==> src/rtl/lsu_pkg.sv <==
// Shared definitions for the load/store unit: size codes used by both the
// LSU and load_extend, the LSU state encoding, and an alignment helper.
package lsu_pkg;

    // Size codes shared with load_extend (stores only use B, H and W)
    localparam logic [2:0] SZ_B  = 3'b000;
    localparam logic [2:0] SZ_H  = 3'b001;
    localparam logic [2:0] SZ_W  = 3'b010;
    localparam logic [2:0] SZ_BU = 3'b011;
    localparam logic [2:0] SZ_HU = 3'b100;

    typedef enum logic [2:0] {
        ST_IDLE = 3'd0,
        ST_RD   = 3'd1,
        ST_WAIT = 3'd2,
        ST_WR   = 3'd3,
        ST_RESP = 3'd4
    } lsu_state_t;

    // Halfwords must be 2-byte aligned, words 4-byte aligned; bytes always fit.
    function automatic logic is_misaligned(input logic [2:0] sel, input logic [1:0] lo);
        logic mis;
        mis = 1'b0;
        case (sel)
            SZ_H, SZ_HU: mis = lo[0];
            SZ_W:        mis = (lo != 2'b00);
            default:     mis = 1'b0;
        endcase
        return mis;
    endfunction

    // A full-word store needs no read; everything narrower is read-modify-write.
    function automatic logic is_word(input logic [2:0] sel);
        return (sel == SZ_W);
    endfunction

endpackage

==> src/rtl/store_merge.sv <==
// Combinational byte/half insertion of right-aligned store data into an
// existing memory word. The memory has no byte enables, so narrow stores
// are built here from the word read back beforehand.
module store_merge
    import lsu_pkg::*;
(
    input  logic [31:0] old_word,
    input  logic [31:0] wdata,
    input  logic [2:0]  sel,
    input  logic [1:0]  addr_lo,
    output logic [31:0] merged
);

    // Overwrite only the addressed lane(s); all other bits pass through
    always_comb begin
        merged = old_word;
        case (sel)
            SZ_B, SZ_BU: begin
                case (addr_lo)
                    2'd0:    merged[7:0]   = wdata[7:0];
                    2'd1:    merged[15:8]  = wdata[7:0];
                    2'd2:    merged[23:16] = wdata[7:0];
                    default: merged[31:24] = wdata[7:0];
                endcase
            end
            SZ_H, SZ_HU: begin
                if (addr_lo[1]) begin
                    merged[31:16] = wdata[15:0];
                end else begin
                    merged[15:0] = wdata[15:0];
                end
            end
            SZ_W:    merged = wdata;
            default: merged = old_word;
        endcase
    end

endmodule

==> src/rtl/dmem_lsu.sv <==
// Load/store unit between the CPU and a single-port word-wide synchronous
// memory without byte enables. One access at a time; the CPU is stalled
// while an access is in flight. Loads return the raw aligned word plus the
// original byte address so load_extend can select and extend the lane.
module dmem_lsu
    import lsu_pkg::*;
#(
    parameter int MEM_LAT = 1,
    parameter int ADDR_W  = 32
) (
    input  logic              clk,
    input  logic              reset_n,
    input  logic              req_valid,
    input  logic              req_we,
    input  logic [2:0]        req_sel,
    input  logic [ADDR_W-1:0] req_addr,
    input  logic [31:0]       req_wdata,
    output logic              stall,
    output logic              rsp_valid,
    output logic [31:0]       rsp_rdata,
    output logic [ADDR_W-1:0] rsp_addr,
    output logic              misalign,
    output logic [ADDR_W-1:0] mem_addr,
    output logic              mem_re,
    output logic              mem_we,
    output logic [31:0]       mem_wdata,
    input  logic [31:0]       mem_rdata
);

    // Counter reload: WAIT lasts MEM_LAT cycles, the last one latching data
    localparam logic [1:0] CNT_INIT = 2'(MEM_LAT - 1);

    lsu_state_t  state;
    logic [1:0]  cnt;
    logic        cap_we;
    logic [2:0]  cap_sel;
    logic [31:0] cap_wdata;
    logic [31:0] merged_word;
    logic        accept;

    assign accept = (state == ST_IDLE) && req_valid;

    // Combinational so the CPU is already held in the accept cycle
    assign stall = accept || (state == ST_RD) || (state == ST_WAIT) || (state == ST_WR);

    // Merge store data into the word as it arrives from memory
    store_merge u_merge (
        .old_word (mem_rdata),
        .wdata    (cap_wdata),
        .sel      (cap_sel),
        .addr_lo  (rsp_addr[1:0]),
        .merged   (merged_word)
    );

    // Capture the request attributes that steer the rest of the access
    always_ff @(posedge clk) begin
        if (accept) begin
            cap_we    <= req_we;
            cap_sel   <= req_sel;
            cap_wdata <= req_wdata;
        end
    end

    // Access sequencer with registered strobes and response outputs
    always_ff @(posedge clk) begin
        if (!reset_n) begin
            state     <= ST_IDLE;
            cnt       <= 2'd0;
            rsp_valid <= 1'b0;
            misalign  <= 1'b0;
            mem_re    <= 1'b0;
            mem_we    <= 1'b0;
            rsp_rdata <= 32'd0;
            rsp_addr  <= '0;
            mem_addr  <= '0;
            mem_wdata <= 32'd0;
        end else begin
            rsp_valid <= 1'b0;
            misalign  <= 1'b0;
            mem_re    <= 1'b0;
            mem_we    <= 1'b0;
            case (state)
                ST_IDLE: begin
                    if (req_valid) begin
                        rsp_addr <= req_addr;
                        mem_addr <= {req_addr[ADDR_W-1:2], 2'b00};
                        if (is_misaligned(req_sel, req_addr[1:0])) begin
                            // Rejected without touching memory
                            state     <= ST_RESP;
                            rsp_valid <= 1'b1;
                            misalign  <= 1'b1;
                        end else if (req_we && is_word(req_sel)) begin
                            state     <= ST_WR;
                            mem_we    <= 1'b1;
                            mem_wdata <= req_wdata;
                        end else begin
                            state  <= ST_RD;
                            mem_re <= 1'b1;
                        end
                    end
                end
                ST_RD: begin
                    state <= ST_WAIT;
                    cnt   <= CNT_INIT;
                end
                ST_WAIT: begin
                    if (cnt != 2'd0) begin
                        cnt <= cnt - 2'd1;
                    end else begin
                        // Stores keep the pre-merge word visible on rsp_rdata
                        rsp_rdata <= mem_rdata;
                        if (cap_we) begin
                            state     <= ST_WR;
                            mem_we    <= 1'b1;
                            mem_wdata <= merged_word;
                        end else begin
                            state     <= ST_RESP;
                            rsp_valid <= 1'b1;
                        end
                    end
                end
                ST_WR: begin
                    state     <= ST_RESP;
                    rsp_valid <= 1'b1;
                end
                ST_RESP: begin
                    // The CPU still presents the finished instruction here
                    state <= ST_IDLE;
                end
                default: state <= ST_IDLE;
            endcase
        end
    end

endmodule

==> config.mk <==
export PLATFORM = sky130hd
export DESIGN_NAME = dmem_lsu
export DESIGN_NICKNAME = d
export VERILOG_FILES = /design/src/rtl/lsu_pkg.sv /design/src/rtl/store_merge.sv /design/src/rtl/dmem_lsu.sv
export SDC_FILE = /design/constraint.sdc
export NUM_CORES = 1
export LEC_CHECK = 0
export ABC_AREA = 1
export CAP_MARGIN = 0
export CORE_AREA = 2 2 135 137
export DETAILED_ROUTE_END_ITERATION = 7
export DIE_AREA = 0 0 137 139
export GPL_TIMING_DRIVEN = 0
export PLACE_DENSITY_LB_ADDON = 0.12
export SETUP_SLACK_MARGIN = 0.5
export SLEW_MARGIN = 20
export SYNTH_ARGS = -nofsm -noshare
export SYNTH_HDL_FRONTEND = slang
export SYNTH_SLANG_ARGS = --single-unit
==> constraint.sdc <==
create_clock -name clk -period 5.7 [get_ports clk]
set_clock_uncertainty 0.2 [all_clocks]
set_input_delay 1.14 -clock clk [delete_from_list [all_inputs] [get_ports clk]]
set_output_delay 1.14 -clock clk [all_outputs]
set_load 0.03 [all_outputs]
==> metrics.yaml, run 1 <==
clock_tree.htree_level_count: 4
clockRootBuffer: "clkbuf_16"
clkPwrFrac_pct: 30.2
grtUsageMet2_pct: 48.2
worstHoldStart: "rsp_rdata[29]"
required_ns: 4.36
antenna_cells: 0
holdPathEnd: "rsp_rdata[29]"
port_buffers: 232
grt_antenna_before_repair: 1
die_w_um: 137
p_comb_share_pct: 37.2
ys_seq_area_share_pct: 41.1
cts.hold.buffers_added: 0
powerDensity_nw_per_um2: 352
core_area_sq_um: 17700
fin_area_sq_um: 11000
grtUsageTotal_pct: 28.9
start_kind: "input pin"
clock_sink_count: 141
grt_pass1_vias: 7930
finalSetupViolations: 0
relSlewSlack_pct: 53.1
seqPwrFrac_pct: 32.5
r2r_cells: 11
worst_pin_slew_ns: 0.704
max_freq_mhz: 249
place_ws_ns: 1.74
drv_slew: 0
clock_latency_ns: 0.43
switchingPower_mw: 1.47
crit_type: "input pin to output port"
regToRegStartpoint: "cap_sel[1]"
drtPass1Iterations: 6
wl_per_cell_um: 16.5
drtIter0Drc: 623
vias_per_cell: 4.98
peakVddDrop_mv: 0.205
min_path_cells: 2
synth_area_sq_um: 7750
maxCapViolCount: 0
rows: 49
finalHoldViolCount: 0
cp_max_fo: 2
clk_pin_slew_worst_paths_ns: 0.06
ys_ff_latch: 141
synth.avg_cell_area_sq_um: 6.61
grt_setup_unrepaired: "false"
worst_slack_ns: 1.69
cp-startpoint: "req_valid"
drc: 0
fillerInstances: 1681
cts_buffer_depth: 2
syn_to_final_growth_pct: 42.1
post_cts_resized: 0
min_path_type: "flop to flop"
worstPathArrival_ns: 2.67
cts_setup_buffers: 0
busiest_layer: "met2"
gp_congestion: 0.994
ant_nets: 0
use_met1_pct: 36.4
final_nets: 1529
drive_above_1_share_pct: 9.39
period_needed_ns: 4.01
fin_tns_setup_ns: 0
synth_cells: 1172
grt-ovfl-total: 0
most-common-layout-cells: "367 x nand2_1, 232 x clkdlybuf4s50_1, 172 x nor2_1"
ios: 236
p_int_mw: 2.42
die_y_um: 139
r2r_slack_ns: 3.56
leakagePower_nw: 4.92
synth.distinct_cells: 28
final_common_cell: "nand2_1"
die-area_sq_um: 19000
post-route-period-util_pct: 70.3
hpwlAfterDp_um: 20900
yosysWarnings: 0
vias: 8296
status: "complete, no violations"
cts_buffers: 17
grt_max_degree: 46
dpl-instance-area_sq_um: 10400
cts_tree: "built"
switching_share_pct: 37.7
r2r_end: "mem_wdata[1]"
start_util_pct: 43.9
grt_pass1_wl_um: 42400
met3_usage_pct: 6.18
worstSetupEndpointType: "output port"
wl_um: 27600
[metal layers]
| metal | vias to the layer above | share of wire [%] |
|---|---|---|
| met3 | 51 | 7.6 |
| met1 | 3759 | 41 |
| met2 | 343 | 48 |
| li1 | 4143 | - |
| met5 | - | 0 |
| met4 | 0 | 3.2 |
[metrics by stage]
step / hold slack, ns / total power, mW / instances / utilization [%]
final: 0.261 / 3.88 / 1667 / 62.4
after global routing: 0.280 / 4.07 / 1667 / 62.4
after CTS: 0.264 / 3.89 / 1666 / 62.3
after detailed placement: 0.254 / 2.71 / 1634 / 58.7
after global placement: 0.248 / 2.70 / 1634 / 58.7
after floorplan: 0.275 / 2.17 / 1173 / -
[synthesized netlist by cell type]
library cell,number,area (sq um)
a21oi_1,79,395
a31oi_1,3,18.8
buf_1,5,18.8
buf_2,31,155
buf_4,35,263
buf_6,11,124
clkbuf_1,18,67.6
conb_1,1,3.75
dfxtp_1,105,2100
edfxtp_1,36,1080
ha_1,1,12.5
inv_1,104,390
inv_2,9,33.8
nand2_1,367,1380
nand2_2,5,31.3
nand2_4,2,22.5
nand3_1,108,541
nand3_2,2,20.0
nand3b_1,1,7.51
nand4_1,1,6.26
nor2_1,172,646
nor2_2,1,6.26
nor2_4,3,33.8
nor2_8,2,40.0
nor4_1,1,6.26
o21ai_0,62,310
o21ai_1,6,30.0
o21ai_2,1,8.76
[registers in the layout (all words and copies together), names as in the netlist]
signal	flops
mem_addr	1
mem_we	1
cap_sel	3
cnt	2
mem_re	1
rsp_addr	31
misalign	1
cap_we	1
cap_wdata	32
rsp_valid	1
state	3
rsp_rdata	32
mem_wdata	32
[power by group through the flow]
stage | clock, mW | combinational [mW] | sequential [mW]
3_3_place_gp | 0 | 1.42 | 1.28
4_1_cts | 1.19 | 1.44 | 1.26
2_1_floorplan | 0 | 0.732 | 1.44
5_1_grt | 1.22 | 1.57 | 1.28
3_5_place_dp | 0 | 1.43 | 1.28
6_report | 1.17 | 1.45 | 1.26
[worst max path at each step]
stage,endpoint,cells after the start
final,stall,4
after global routing,stall,4
after CTS,stall,4
after detailed placement,stall,4
after global placement,stall,4
after floorplan,stall,2
[area by class of cell]
type / instances / area (sq um) / share of cell area (%)
Buffer: 100 / 628 / 5.70
Clock buffer: 21 / 514 / 4.67
Clock inverter: 11 / 116 / 1.06
Inverter: 113 / 424 / 3.85
Multi-Input combinational cell: 819 / 3520 / 32.0
Sequential cell: 141 / 3180 / 28.9
Tap cell: 229 / 287 / 2.60
Timing Repair Buffer: 233 / 2340 / 21.3
[logic make-up (layout without fill, tap and decap cells)]
kind of cell	Yosys count	in the layout	share of synthesized area [%]
simple gates	665	665	35.3
buf+inv	213	478	13.6
compound gates	151	151	9.85
flops	141	141	41.1
fa+ha+maj	1	1	0.161
other cells	1	2	0.0484
[critical path: stages]
cell,delay [ns]
clkdlybuf4s50_1,0.51
inv_1,0.07
a31oi_1,0.21
clkdlybuf4s50_1,0.73
Note: power is estimated with default switching activity, not from simulation.
==> run 2, diff against run 1 <==
Clock period 5.7 ns to 3.8 ns, I/O delays scaled along.
==> results of run 2 <==
The final DEF is identical to that of run 1. Status: complete, no violations.
Main changes from that run: setup slack after placement 1.74 ns -> 0.598 ns; setup slack after layout 1.69 ns -> 0.551 ns; register-to-register setup slack 3.56 ns -> 1.66 ns; total power 3.88 mW -> 5.82 mW; worst IR drop on VDD 0.205 mV -> 0.308 mV
==> run 3, diff against run 2 <==
Settings changed: GPL_TIMING_DRIVEN 0 to unset.
==> metrics.yaml, run 3 (synthesis results as in run 1) <==
status: "complete, no violations"
vias_per_cell: 5.00
fillerInstances: 1723
grt-ovfl-total: 0
grtUsageTotal_pct: 25.1
cts_buffers: 17
gp_congestion: 0.889
drv_slew: 0
grt_pass1_vias: 7220
post-route-period-util_pct: 83.1
worst_pin_slew_ns: 0.884
place_ws_ns: 0.639
cts_buffer_depth: 2
ant_nets: 0
cp_max_fo: 2
required_ns: 2.84
worst_slack_ns: 0.642
powerDensity_nw_per_um2: 525
period_needed_ns: 3.16
die_y_um: 139
top_regs: "cap_wdata (32), mem_wdata (32), rsp_rdata (32)"
worstPathArrival_ns: 2.20
relSlewSlack_pct: 41.0
worstSetupEndpointType: "output port"
finalHoldViolCount: 0
clock_sink_count: 141
slowest_stage: "clkdlybuf4s50_1"
r2r_slack_ns: 1.13
grt_setup_unrepaired: "false"
crit_type: "input pin to output port"
min_path_type: "flop to flop"
path_cells: "clkdlybuf4s50_1 > inv_1 > a31oi_1 > clkdlybuf4s50_1"
most-common-layout-cells: "366 x nand2_1, 233 x clkdlybuf4s50_1, 172 x nor2_1"
clk_pin_slew_worst_paths_ns: 0.06
leakagePower_nw: 4.52
vias: 7877
drive_above_1_share_pct: 5.20
crit_path_frequent_cell: "clkdlybuf4s50_1"
fin_tns_setup_ns: 0
drtIter0Drc: 649
syn_to_final_growth_pct: 34.5
maxCapViolCount: 0
grt_pass1_wl_um: 37800
start_util_pct: 43.9
wl_per_cell_um: 15.2
clock_tree.htree_level_count: 4
ios: 236
cts_setup_buffers: 0
max_freq_mhz: 317
clockRootBuffer: "clkbuf_16"
cts_tree: "built"
core_area_sq_um: 17700
die_w_um: 137
hpwlAfterDp_um: 16800
drtPass1Iterations: 5
final_nets: 1439
port_buffers: 233
final_common_cell: "nand2_1"
rows: 49
grt_max_degree: 70
grt_antenna_before_repair: 0
wl_um: 24000
drc: 0
slowest_delay_ns: 0.70
die-area_sq_um: 19000
finalSetupViolations: 0
clock_latency_ns: 0.42
antenna_cells: 0
start_kind: "input pin"
peakVddDrop_mv: 0.324
## run 3: changes by cell type in the layout (fill, tap and decap cells not counted), sizes merged
cell and change:
clkinvlp +3, clkinv +1, bufinv -1, buf -73, clkdlybuf4s50 +1, clkbuf -20, inv -2
## run 3: repair_timing
item | in CTS | in global routing
hold buffers | 0 | 0
endpoints found under the setup margin | 0 | 1
endpoints found under the hold margin | 0 | 0
gates resized for setup | 0 | 1
## run 3: layout make-up
cell class	count	area [sq um]	share of cell area [%]
clock buffers	19	475	4.56
clock inverters	12	98.8	0.948
inverters	113	428	4.10
multi-input cells	819	3520	33.8
flip-flops and latches	141	3180	30.5
well taps	229	287	2.75
repair buffers	243	2430	23.3
## run 3: path summary, 6_finish.rpt
path                  from       endpoint  cells after the start
max              req_valid          stall                      4
min          rsp_rdata[23]  rsp_rdata[23]                      2
max reg2reg       state[1]   mem_wdata[1]                      7
min reg2reg  rsp_rdata[23]  rsp_rdata[23]                      2
## run 3: per-stage QoR
step	util, %	hold slack, ns	area [sq um]	power [mW]	cells
6_report	59.1	0.260	10400	5.47	1576
5_1_grt	59.1	0.280	10400	5.77	1576
4_1_cts	59.0	0.263	10400	5.49	1576
3_5_place_dp	55.8	0.254	9850	3.88	1545
3_3_place_gp	55.8	0.249	9850	3.86	1545
2_1_floorplan	-	0.275	7760	3.25	1173
## run 3: worst max-delay path, delay by kind of cell
| family | cells | cell delay, ns |
|---|---|---|
| AO/OA/AOI/OAI | 1 | 0.19 |
| buffers and inverters | 3 | 1.25 |
## run 3: where the power goes
| part | total [mW] | internal, mW | switching, mW |
|---|---|---|---|
| Combinational | 1.96 | 0.710 | 1.25 |
| Clock | 1.62 | 0.922 | 0.695 |
| Sequential | 1.89 | 1.75 | 0.140 |
| Total | 5.47 | 3.39 | 2.09 |
## run 3: routing by layer
layer  share of wire, %  vias up  track usage, %
li1                   -     3959               -
met1                 41     3592            31.2
met2                 49      295            42.0
met3                7.3       31            5.99
met4                2.6        0            9.12
met5                  0        -               0
